File: src/rtl/gate_sweep_ctrl_if.sv
// Bundle between the gate sweep sequencer and whatever drives it and hosts the gate.
// GATE_SWEEP_FAIL_LOG_EN adds the first-failing-vector log signals.
interface gate_sweep_ctrl_if #(
   parameter int N_IN  = 2,
   parameter int ERR_W = 8
);
   logic              start;
   logic              abort;
   logic              dut_f;
   logic [N_IN-1:0]   dut_in;
   logic [N_IN-1:0]   vec_idx;
   logic              busy;
   logic              done;
   logic              pass;
   logic [ERR_W-1:0]  err_cnt;
`ifdef GATE_SWEEP_FAIL_LOG_EN
   logic [N_IN-1:0]   first_fail;
   logic              fail_valid;

   modport master (
      output start, abort, dut_f,
      input  dut_in, vec_idx, busy, done, pass, err_cnt, first_fail, fail_valid
   );
   modport slave (
      input  start, abort, dut_f,
      output dut_in, vec_idx, busy, done, pass, err_cnt, first_fail, fail_valid
   );
`else
   modport master (
      output start, abort, dut_f,
      input  dut_in, vec_idx, busy, done, pass, err_cnt
   );
   modport slave (
      input  start, abort, dut_f,
      output dut_in, vec_idx, busy, done, pass, err_cnt
   );
`endif
endinterface

File: src/rtl/gate_sweep_ctrl.sv
// Exhaustive self-test sequencer for a small combinational gate: sweeps all input vectors,
// checks each against TRUTH and counts mismatches. GATE_SWEEP_FAIL_LOG_EN adds first-fail logging.
module gate_sweep_ctrl #(
   parameter int                    N_IN   = 2,
   parameter int                    SETTLE = 10,
   parameter logic [(2**N_IN)-1:0]  TRUTH  = 4'b1000,
   parameter int                    ERR_W  = 8
) (
   input  logic               clk,
   input  logic               rst_n,
   gate_sweep_ctrl_if.slave   bus
);
   localparam int                CNT_W    = (SETTLE > 1) ? $clog2(SETTLE) : 1;
   localparam logic [CNT_W-1:0]  CNT_LOAD = CNT_W'(SETTLE - 1);
   localparam logic [CNT_W-1:0]  CNT_ZERO = {CNT_W{1'b0}};
   localparam logic [N_IN-1:0]   IDX_ZERO = {N_IN{1'b0}};
   localparam logic [N_IN-1:0]   IDX_LAST = {N_IN{1'b1}};
   localparam logic [ERR_W-1:0]  ERR_ZERO = {ERR_W{1'b0}};
   localparam logic [ERR_W-1:0]  ERR_MAX  = {ERR_W{1'b1}};

   typedef enum logic [2:0] {
      S_IDLE  = 3'd0,
      S_APPLY = 3'd1,
      S_WAIT  = 3'd2,
      S_CHECK = 3'd3,
      S_DONE  = 3'd4
   } state_t;

   function automatic logic [ERR_W-1:0] sat_inc(input logic [ERR_W-1:0] v);
      if (v == ERR_MAX) begin
         sat_inc = v;
      end else begin
         sat_inc = v + ERR_W'(1'b1);
      end
   endfunction

   state_t            r_state;
   logic [CNT_W-1:0]  r_cnt;
   logic [N_IN-1:0]   r_vec_idx;
   logic [N_IN-1:0]   r_dut_in;
   logic              r_busy;
   logic              r_done;
   logic              r_pass;
   logic [ERR_W-1:0]  r_err_cnt;
`ifdef GATE_SWEEP_FAIL_LOG_EN
   logic [N_IN-1:0]   r_first_fail;
   logic              r_fail_valid;
`endif

   logic              w_mismatch;
   logic [ERR_W-1:0]  w_err_next;
   logic [N_IN-1:0]   w_idx_next;

   // Mismatch and candidate counter value for the vector under check
   always_comb begin
      w_mismatch = (bus.dut_f != TRUTH[r_vec_idx]);
      w_idx_next = r_vec_idx + N_IN'(1'b1);
      if (w_mismatch) begin
         w_err_next = sat_inc(r_err_cnt);
      end else begin
         w_err_next = r_err_cnt;
      end
   end

   // Sweep sequencer; every output is a register updated alongside the state
   always_ff @(posedge clk or negedge rst_n) begin
      if (!rst_n) begin
         r_state    <= S_IDLE;
         r_cnt      <= CNT_ZERO;
         r_vec_idx  <= IDX_ZERO;
         r_dut_in   <= IDX_ZERO;
         r_busy     <= 1'b0;
         r_done     <= 1'b0;
         r_pass     <= 1'b0;
         r_err_cnt  <= ERR_ZERO;
`ifdef GATE_SWEEP_FAIL_LOG_EN
         r_first_fail <= IDX_ZERO;
         r_fail_valid <= 1'b0;
`endif
      end else begin
         r_done <= 1'b0;
         // abort beats every in-sweep action, including the CHECK update
         if ((r_state != S_IDLE) && bus.abort) begin
            r_state  <= S_IDLE;
            r_dut_in <= IDX_ZERO;
            r_busy   <= 1'b0;
            r_pass   <= 1'b0;
`ifdef GATE_SWEEP_FAIL_LOG_EN
            r_fail_valid <= 1'b0;
`endif
         end else begin
            case (r_state)
               S_IDLE: begin
                  if (bus.start && !bus.abort) begin
                     r_state   <= S_APPLY;
                     r_vec_idx <= IDX_ZERO;
                     r_dut_in  <= IDX_ZERO;
                     r_err_cnt <= ERR_ZERO;
                     r_pass    <= 1'b0;
                     r_busy    <= 1'b1;
`ifdef GATE_SWEEP_FAIL_LOG_EN
                     r_first_fail <= IDX_ZERO;
                     r_fail_valid <= 1'b0;
`endif
                  end else begin
                     r_state <= S_IDLE;
                  end
               end
               S_APPLY: begin
                  r_cnt   <= CNT_LOAD;
                  r_state <= S_WAIT;
               end
               S_WAIT: begin
                  if (r_cnt == CNT_ZERO) begin
                     r_state <= S_CHECK;
                  end else begin
                     r_cnt <= r_cnt - CNT_W'(1'b1);
                  end
               end
               S_CHECK: begin
                  r_err_cnt <= w_err_next;
`ifdef GATE_SWEEP_FAIL_LOG_EN
                  if (w_mismatch && !r_fail_valid) begin
                     r_first_fail <= r_vec_idx;
                     r_fail_valid <= 1'b1;
                  end else begin
                     r_fail_valid <= r_fail_valid;
                  end
`endif
                  if (r_vec_idx == IDX_LAST) begin
                     r_state  <= S_DONE;
                     r_dut_in <= IDX_ZERO;
                     r_busy   <= 1'b0;
                     r_done   <= 1'b1;
                     r_pass   <= (w_err_next == ERR_ZERO);
                  end else begin
                     r_state   <= S_APPLY;
                     r_vec_idx <= w_idx_next;
                     r_dut_in  <= w_idx_next;
                  end
               end
               S_DONE: begin
                  r_state <= S_IDLE;
               end
               default: begin
                  r_state  <= S_IDLE;
                  r_dut_in <= IDX_ZERO;
                  r_busy   <= 1'b0;
                  r_pass   <= 1'b0;
               end
            endcase
         end
      end
   end

   assign bus.dut_in  = r_dut_in;
   assign bus.vec_idx = r_vec_idx;
   assign bus.busy    = r_busy;
   assign bus.done    = r_done;
   assign bus.pass    = r_pass;
   assign bus.err_cnt = r_err_cnt;
`ifdef GATE_SWEEP_FAIL_LOG_EN
   assign bus.first_fail = r_first_fail;
   assign bus.fail_valid = r_fail_valid;
`endif

endmodule

File: src/flat_wrapper.sv
// flat-port wrapper written by rule: the top's interface ports become plain ports
module gate_sweep_ctrl_flat 
#(
   parameter int                    N_IN   = 2,
   parameter int                    SETTLE = 10,
   parameter logic [(2**N_IN)-1:0]  TRUTH  = 4'b1000,
   parameter int                    ERR_W  = 8
)
  (clk, rst_n, bus_start, bus_abort, bus_dut_f, bus_dut_in, bus_vec_idx, bus_busy, bus_done, bus_pass, bus_err_cnt);
  gate_sweep_ctrl_if #(.N_IN(N_IN), .ERR_W(ERR_W)) bus_i ();
  input  logic clk;
  input  logic rst_n;
  input wire logic [$bits(bus_i.start)-1:0] bus_start;
  input wire logic [$bits(bus_i.abort)-1:0] bus_abort;
  input wire logic [$bits(bus_i.dut_f)-1:0] bus_dut_f;
  output wire logic [$bits(bus_i.dut_in)-1:0] bus_dut_in;
  output wire logic [$bits(bus_i.vec_idx)-1:0] bus_vec_idx;
  output wire logic [$bits(bus_i.busy)-1:0] bus_busy;
  output wire logic [$bits(bus_i.done)-1:0] bus_done;
  output wire logic [$bits(bus_i.pass)-1:0] bus_pass;
  output wire logic [$bits(bus_i.err_cnt)-1:0] bus_err_cnt;
  assign bus_i.start = bus_start;
  assign bus_i.abort = bus_abort;
  assign bus_i.dut_f = bus_dut_f;
  assign bus_dut_in = bus_i.dut_in;
  assign bus_vec_idx = bus_i.vec_idx;
  assign bus_busy = bus_i.busy;
  assign bus_done = bus_i.done;
  assign bus_pass = bus_i.pass;
  assign bus_err_cnt = bus_i.err_cnt;
  gate_sweep_ctrl #(.N_IN(N_IN), .SETTLE(SETTLE), .TRUTH(TRUTH), .ERR_W(ERR_W)) u_core (.clk(clk), .rst_n(rst_n), .bus(bus_i));
endmodule
File: config.mk
export PLATFORM = sky130hd
export DESIGN_NAME = gate_sweep_ctrl_flat
export DESIGN_NICKNAME = d
export VERILOG_FILES = /design/src/rtl/gate_sweep_ctrl_if.sv /design/src/rtl/gate_sweep_ctrl.sv /design/src/flat_wrapper.sv
export SDC_FILE = /design/constraint.sdc
export NUM_CORES = 1
export LEC_CHECK = 0
export CAP_MARGIN = 20
export CORE_MARGIN = 5
export CORE_UTILIZATION = 45
export DETAILED_ROUTE_END_ITERATION = 10
export PLACE_DENSITY = 0.68
export SYNTH_ARGS = -nofsm -noshare
export SYNTH_HDL_FRONTEND = slang
export SYNTH_SLANG_ARGS = --single-unit
File: constraint.sdc
create_clock -name clk -period 2.85 [get_ports clk]
set_input_delay 0.285 -clock clk [delete_from_list [all_inputs] [get_ports clk]]
set_output_delay 0.285 -clock clk [all_outputs]
set_load 0.1 [all_outputs]
Word-level counts from Yosys, hierarchy flattened
Index checks and enable logic that the tools add are counted.
{ "word_totals": {"input_bits": 5, "mem_count": 0, "latch_bits": 0, "ramBits": 0, "rom_bits": 0, "register_bits": 22} }
{ "classes": {"n_mul": 0, "n_addsub": 3, "bitwise": 1, "div": 0, "reduce_logical": 15, "shift": 0, "eq_ne": 14, "n_mux": 30, "order_cmp": 1} }
{ "ops": {"columns": ["operator", "count"], "rows": [
  ["8-bit two-way mux", 3],
  ["8-bit case mux with 2 select lines", 1],
  ["3-bit case mux with 4 select lines", 1],
  ["1-bit two-way mux", 11],
  ["3-bit two-way mux", 3],
  ["3-bit by 1-bit inequality test with 1-bit output (second input constant)", 3],
  ["3-bit AND reduction", 3],
  ["8-bit by 1-bit adder with 8-bit output (second input constant)", 1],
  ["8-bit == test (second input constant)", 1],
  ["8-bit zero test", 1],
  ["2-bit two-way mux", 4],
  ["4-bit case mux with 2 select lines", 1],
  ["3-bit by 2-bit == test with 1-bit output (second input constant)", 2],
  ["1-bit case mux with 3 select lines", 2],
  ["2-bit case mux with 3 select lines", 1],
  ["4-bit zero test", 1],
  ["4-bit two-way mux", 1],
  ["2-bit by 1-bit inequality test with 1-bit output (second input constant)", 2],
  ["2-bit inequality test (second input constant)", 2],
  ["2-bit case mux with 2 select lines", 1],
  ["4-bit AND reduction", 1],
  ["2-bit nonzero test", 2],
  ["4-bit by 1-bit subtractor with 4-bit output (second input constant)", 1],
  ["3-bit by 1-bit == test with 1-bit output (second input constant)", 1],
  ["other kinds (13)", 14]
]} }

Depth between registers and ports, before layout
Gate-level depths: netlist (run 1).
{ "logic_depth": {"ltp_word": 8, "ltp_mapped": 7} }

Worst setup path after synthesis (run 1)
No wires, ideal clock.
{ "synth_path": {"path_kind": "flip-flop to flip-flop", "from": "register u_core.r_vec_idx[1] (netlist: u_core.bus.vec_idx[1])", "to": "register u_core.r_pass (netlist: u_core.bus.pass)", "slack_ps": 426, "period_less_slack_ps": 2424, "arrival_ps": 2354, "path_stages_with_launch": 7, "cell_sequence": "dfrtp_1 -> ha_1 -> xor2_2 -> nand4_1 -> or2_1 -> o21ai_0 -> a32o_2"} }
{ "synth_between": {"elab_chain_len": 8} }
{ "synth_rtl": {"columns": ["element", "line", "text"], "rows": [
  ["start: declaration", "gate_sweep_ctrl.sv:39", "logic [N_IN-1:0] r_vec_idx;"],
  ["start signal: assignment", "gate_sweep_ctrl.sv:138", "r_vec_idx <= w_idx_next;"],
  ["1-bit binary-select mux with 2-bit select", "gate_sweep_ctrl.sv:56", "w_mismatch = (bus.dut_f != TRUTH[r_vec_idx]);"],
  ["1-bit two-way mux (implied by the code)", "gate_sweep_ctrl.sv:56", null],
  ["1-bit inequality test", "gate_sweep_ctrl.sv:56", null],
  ["8-bit two-way mux", "gate_sweep_ctrl.sv:58", "if (w_mismatch) begin"],
  ["8-bit zero test", "gate_sweep_ctrl.sv:135", "r_pass <= (w_err_next == ERR_ZERO);"],
  ["1-bit two-way mux", "gate_sweep_ctrl.sv:130", "if (r_vec_idx == IDX_LAST) begin"],
  ["1-bit case mux with 3 select lines", "gate_sweep_ctrl.sv:92", "case (r_state)"],
  ["1-bit two-way mux", "gate_sweep_ctrl.sv:83", "if ((r_state != S_IDLE) && bus.abort) begin"],
  ["end signal: assignment", "gate_sweep_ctrl.sv:135", null],
  ["end: declaration", "gate_sweep_ctrl.sv:43", "logic r_pass;"]
]} }
Parallel ways exist; a longest one is shown, timed or not. The select of a mux whose other input is x is not followed.
A chain may end at the register's enable or synchronous reset.

Worst setup path in the final report (run 1)
{ "layout_path": {"from": "register u_core.r_vec_idx[0] (netlist: u_core.bus.vec_idx[0])", "to": "register u_core.r_pass (netlist: u_core.bus.pass)"} }
The elaborated chain is that of the path after synthesis.

==> results of run 1 <==
synth_stat cells, types with 2 or more instances:
| master | n | share of area |
|---|---|---|
| nand3_1 | 6 | 0.022 |
| inv_1 | 8 | 0.022 |
| nor2_1 | 13 | 0.036 |
| and3_1 | 3 | 0.014 |
| a31oi_1 | 7 | 0.032 |
| nand2b_1 | 5 | 0.023 |
| nand4_1 | 3 | 0.014 |
| clkbuf_1 | 5 | 0.014 |
| o31ai_1 | 3 | 0.017 |
| ha_1 | 3 | 0.028 |
| mux2i_1 | 3 | 0.022 |
| dfrtp_1 | 22 | 0.40 |
| o21ai_0 | 8 | 0.029 |
| nand2_1 | 15 | 0.041 |
| buf_2 | 3 | 0.011 |
| a21oi_2 | 2 | 0.013 |
| or2_1 | 2 | 0.0092 |
| a21oi_1 | 17 | 0.063 |
| a22o_1 | 2 | 0.013 |
per-stage QoR:
stage	setup slack [ps]	instance area, sq um
2_1_floorplan	426	1360
3_3_place_gp	798	1520
3_5_place_dp	761	1520
4_1_cts	783	1550
5_1_grt	618	1550
6_report	763	1550
final cells by class:
class                           count  area share
Clock buffer                        4      0.0234
Multi-Input combinational cell    118       0.473
Tap cell                           33      0.0266
Timing Repair Buffer               20       0.103
Sequential cell                    22       0.355
Inverter                            8      0.0193
report_power, final:
part	total (mW)	switching (mW)	internal (mW)
combinational	0.217	0.134	0.0822
clock	0.172	0.0937	0.0779
sequential	0.390	0.0428	0.347
total	0.778	0.271	0.508
worst max-delay path by stage:
stage | cells after the start | to
final | 6 | u_core.bus.pass
after global routing | 6 | u_core.bus.pass
after CTS | 6 | u_core.bus.pass
after detailed placement | 6 | u_core.bus.pass
after global placement | 6 | u_core.bus.pass
after floorplan | 6 | u_core.bus.pass
sequential cells by signal, summed over array words and instances, names as in the netlist:
signal,count
u_core.bus.busy,1
u_core.bus.done,1
u_core.bus.dut_in,2
u_core.bus.err_cnt,8
u_core.bus.pass,1
u_core.bus.vec_idx,2
u_core.r_cnt,4
u_core.r_state,3
metal layers:
| metal | global-route usage | part of all wire |
|---|---|---|
| met3 | 0.0329 | 0.058 |
| met5 | 0 | 0 |
| met2 | 0.266 | 0.49 |
| met1 | 0.203 | 0.45 |
| met4 | 0.0554 | 0.0049 |
worst max-delay path, cell delays in order, from the launching register on:
cell and delay [ps]:
dfrtp_1 430, ha_1 310, xor2_2 320, nand4_1 250, or2_1 290, o21ai_0 230, a32o_2 210
cells by family (layout without fill, tap and decap cells):
| family | Yosys count | after routing |
|---|---|---|
| XOR/XNOR | 2 | 2 |
| adder cells (fa/ha/maj) | 3 | 3 |
| buffers and inverters | 17 | 32 |
| AO/OA/AOI/OAI | 54 | 54 |
| flip-flops | 22 | 22 |
| AND/OR/NAND/NOR | 56 | 56 |
| multiplexers | 3 | 3 |
==> impl_metrics.ini, run 1 <==
[pwr]
p_total_mw = 0.778
ir_drop_v = 0.000286
p_per_area_nw_per_um2 = 501
p_leak_nw = 0.695

[layout]
drive_gt1_frac = 0.174
nets = 181
multi_input_area_sq_um = 734
finalNonFillerCells = 205
antennaDiodeCount = 0
finalCoreUtilization = 0.521
mostFrequentLayoutCell = dfrtp_1
fill_cells = 280
layout_common_cells = 22 x dfrtp_1, 17 x a21oi_1, 16 x buf_4
regArea_sq_um = 551
area_growth_pct = 14.2

[placed_design]
gp_congestion = 0.796
io_buffers = 19
placed_cells = 201
dp_hpwl_um = 2270

[logic_synthesis]
synth_flop_cell = dfrtp_1
synth_cells = 157
synth_edf_count = 0
ys_types = 46
ys_ff_latch = 22
synthSimpleGateAreaFrac = 0.211
ys_async_sr_fraction = 1.00
yosysWarnings = 0
synth_area_per_cell_sq_um = 8.66
synth_mux_area_frac = 0.0221
synth_xor_area_frac = 0.0184
syn_area_sq_um = 1360
synthAdderAreaFrac = 0.0276
ys_seq_area_frac = 0.405
syn-num-nets = 165
synth-compound-area-share = 0.261
synth_top_family_by_area = compound AO/OA/AOI/OAI gates

[clock_tree]
postCtsResizedCells = 0
htree_levels = 1
insertion_delay_ps = 300
holdBufCountCts = 0
cts_num_sinks = 22
cts_buffers = 3
clockRootBuffer = clkbuf_4
tritoncts = done
cts_setup_buffers = 0
path_clk_slew_ps = 120
cts_max_path_buffers = 2

[sta]
finalMaxSlewViolations = 0
finClkSkew_ps = 2.13
tightest_slew_ps = 436
max_freq_mhz = 479
final_hold_viol_count = 0
maxSlewHeadroom = 0.709
period_minus_slack_ps = 2090
holdWs_ps = 316
setup_viol = 0
rsz0062_at_grt = no
finalCritPeriodShare = 0.732
fin_setup_tns_ps = 0

[global_route]
grt_use_total = 0.159
antenna_found_initial = 0
grt_pass1_wl_um = 5290
grt_pass1_vias = 1162
grt_max_degree = 23
grt_remaining_overflow = 0

[route]
post-route-drc-count = 0
num_vias = 1242
routedWlPerCell_um = 14.9
firstDrtPassIters = 4
ant_nets = 0
wl_um = 3060
vias_per_cell = 6.06
drt_iter0_drc = 126

[worst_setup_path]
crit_fanout = 6
cp-start-kind = register
rrSetupSlack_ps = 760
r2r_cells = 6
worstSetupEndpointType = register
critical_path_required_ps = 3100
startpoint = u_core.bus.vec_idx[0]
crit_arrival_ps = 2340
r2r_end = u_core.bus.pass
path_class = register to register
rr_startpoint = u_core.bus.vec_idx[0]

[run_status]
outcome = complete, no violations

[floorplan]
start_util = 0.457
placementRows = 20
coreArea_sq_um = 2980
fp.dieW_um = 65.0
ioPinCount = 20
fp.dieH_um = 65.0
dieArea_sq_um = 4220

[run]
drv_cap = 0

[min_path]
min_path_type = input pin to asynchronous set/reset pin
(Power assumes the default switching activity.)
==> run 2: changes to the inputs <==
- PLACE_DENSITY: 0.68 -> 0.71
- clock period: 2.85 -> 1.9 ns (I/O delays scaled with it)
==> run 2 against run 1 <==
Net effect: hold slack lost 110 ps; final area grew 8.9%; via count grew 0.97%; critical path type unchanged.
==> impl_metrics.ini, run 2 (synthesis gave the netlist of run 1 again) <==
[layout]
mostFrequentLayoutCell = buf_4
stdcell_area_sq_um = 1690
area_growth_pct = 24.4
drive_gt1_frac = 0.289
finalCoreUtilization = 0.568
largest_reg_flops = 8
layout_common_cells = 24 x buf_4, 17 x a21oi_1, 15 x nand2_1
nets = 189
antennaDiodeCount = 0

[floorplan]
placementRows = 20
ioPinCount = 20
coreArea_sq_um = 2980
fp.dieH_um = 65.0
dieArea_sq_um = 4220
start_util = 0.457
fp.dieW_um = 65.0

[sta]
final_hold_viol_count = 0
maxSlewHeadroom = 0.722
fin_setup_tns_ps = 0
finClkSkew_ps = 10.2
finalMaxSlewViolations = 0
period_minus_slack_ps = 1820
rsz0062_at_grt = no
setup_viol = 0
max_freq_mhz = 549
holdWs_ps = 202
tightest_slew_ps = 417
finalCritPeriodShare = 0.958
finalWorstSetupSlack_ps = 79.4

[route]
num_vias = 1254
routedWlPerCell_um = 15.9
drt_iter0_drc = 90
ant_nets = 0
firstDrtPassIters = 4
vias_per_cell = 5.89
wl_um = 3380
post-route-drc-count = 0

[pwr]
p_per_area_nw_per_um2 = 696
ir_drop_v = 0.000341
p_leak_nw = 0.703

[placed_design]
dp_hpwl_um = 2470
placed_area_sq_um = 1660
pre_cts_slack_ps = -12.8
io_buffers = 19
gp_congestion = 0.820

[global_route]
grt_remaining_overflow = 0
grt_pass1_wl_um = 5820
grt_max_degree = 23
grt_use_total = 0.175
grt_pass1_vias = 1243
antenna_found_initial = 0

[clock_tree]
path_clk_slew_ps = 140
tritoncts = done
insertion_delay_ps = 320
holdBufCountCts = 0
cts_max_path_buffers = 2
cts_num_sinks = 22
cts_buffers = 3
htree_levels = 1
clockRootBuffer = clkbuf_4

[min_path]
min_path_type = input pin to asynchronous set/reset pin

[worst_setup_path]
path_cells = ha_4 -> xor2_4 -> and3_4 -> a21oi_2 -> nor4b_2 -> a32o_2
cpPeakStageDelay_ps = 530
critical_path_required_ps = 2170
crit_slowest_cell = dfrtp_4
crit_fanout = 10
worstSetupEndpointType = register
path_class = register to register
crit_arrival_ps = 2090
cp-start-kind = register

[run_status]
outcome = complete, no violations

[run]
drv_cap = 0
## run 2: final cells by class
cell class | instances | area [sq um]
clock buffer | 4 | 26.3
fill | 281 | 1290
inverter | 8 | 30.0
multi-input combinational | 118 | 793
sequential | 22 | 581
tap | 33 | 41.3
timing repair buffer | 28 | 220
## run 2: metrics by stage
step / total power, mW / cells
2_1_floorplan: 0.840 / 157
3_3_place_gp: 0.930 / 209
3_5_place_dp: 0.945 / 209
4_1_cts: 1.18 / 213
5_1_grt: 1.25 / 213
6_report: 1.18 / 213
## run 2: final timing paths
path                                        from                     to  slack [ps]  cells after the start
setup / recovery           u_core.bus.vec_idx[0]        u_core.bus.pass          80                      6
hold / removal                             rst_n  u_core.bus.err_cnt[1]         200                      2
setup reg to reg           u_core.bus.vec_idx[0]        u_core.bus.pass          80                      6
hold reg to reg                  u_core.bus.pass        u_core.bus.pass         520                      1
max in group asynchronous                  rst_n  u_core.bus.err_cnt[4]        1430                      2
min in group clk                 u_core.bus.pass        u_core.bus.pass         520                      1
## run 2: routing by layer
metal | vias to the layer above | share of wire | wire length, um | global-route usage
li1 | 621 | - | - | -
met1 | 607 | 0.46 | 1560 | 0.229
met2 | 22 | 0.50 | 1680 | 0.300
met3 | 4 | 0.036 | 122 | 0.0295
met4 | 0 | 0.0068 | 23 | 0.0396
met5 | - | 0 | 0 | 0
## run 2: power by group
part | total, mW | internal (mW) | switching, mW
clock | 0.239 | 0.0820 | 0.157
sequential | 0.593 | 0.524 | 0.0698
combinational | 0.345 | 0.137 | 0.209
## run 2: critical path, delay by kind of cell (launching register included)
family,cells,cell delay [ps]
simple gates,2,570
flops,1,530
fa+ha+maj,1,200
xor+xnor,1,200
compound gates,2,270
## run 2: repair_timing
action	CTS	global route
setup endpoints to repair	0	4
buffers inserted	0	0
resized for setup	0	2
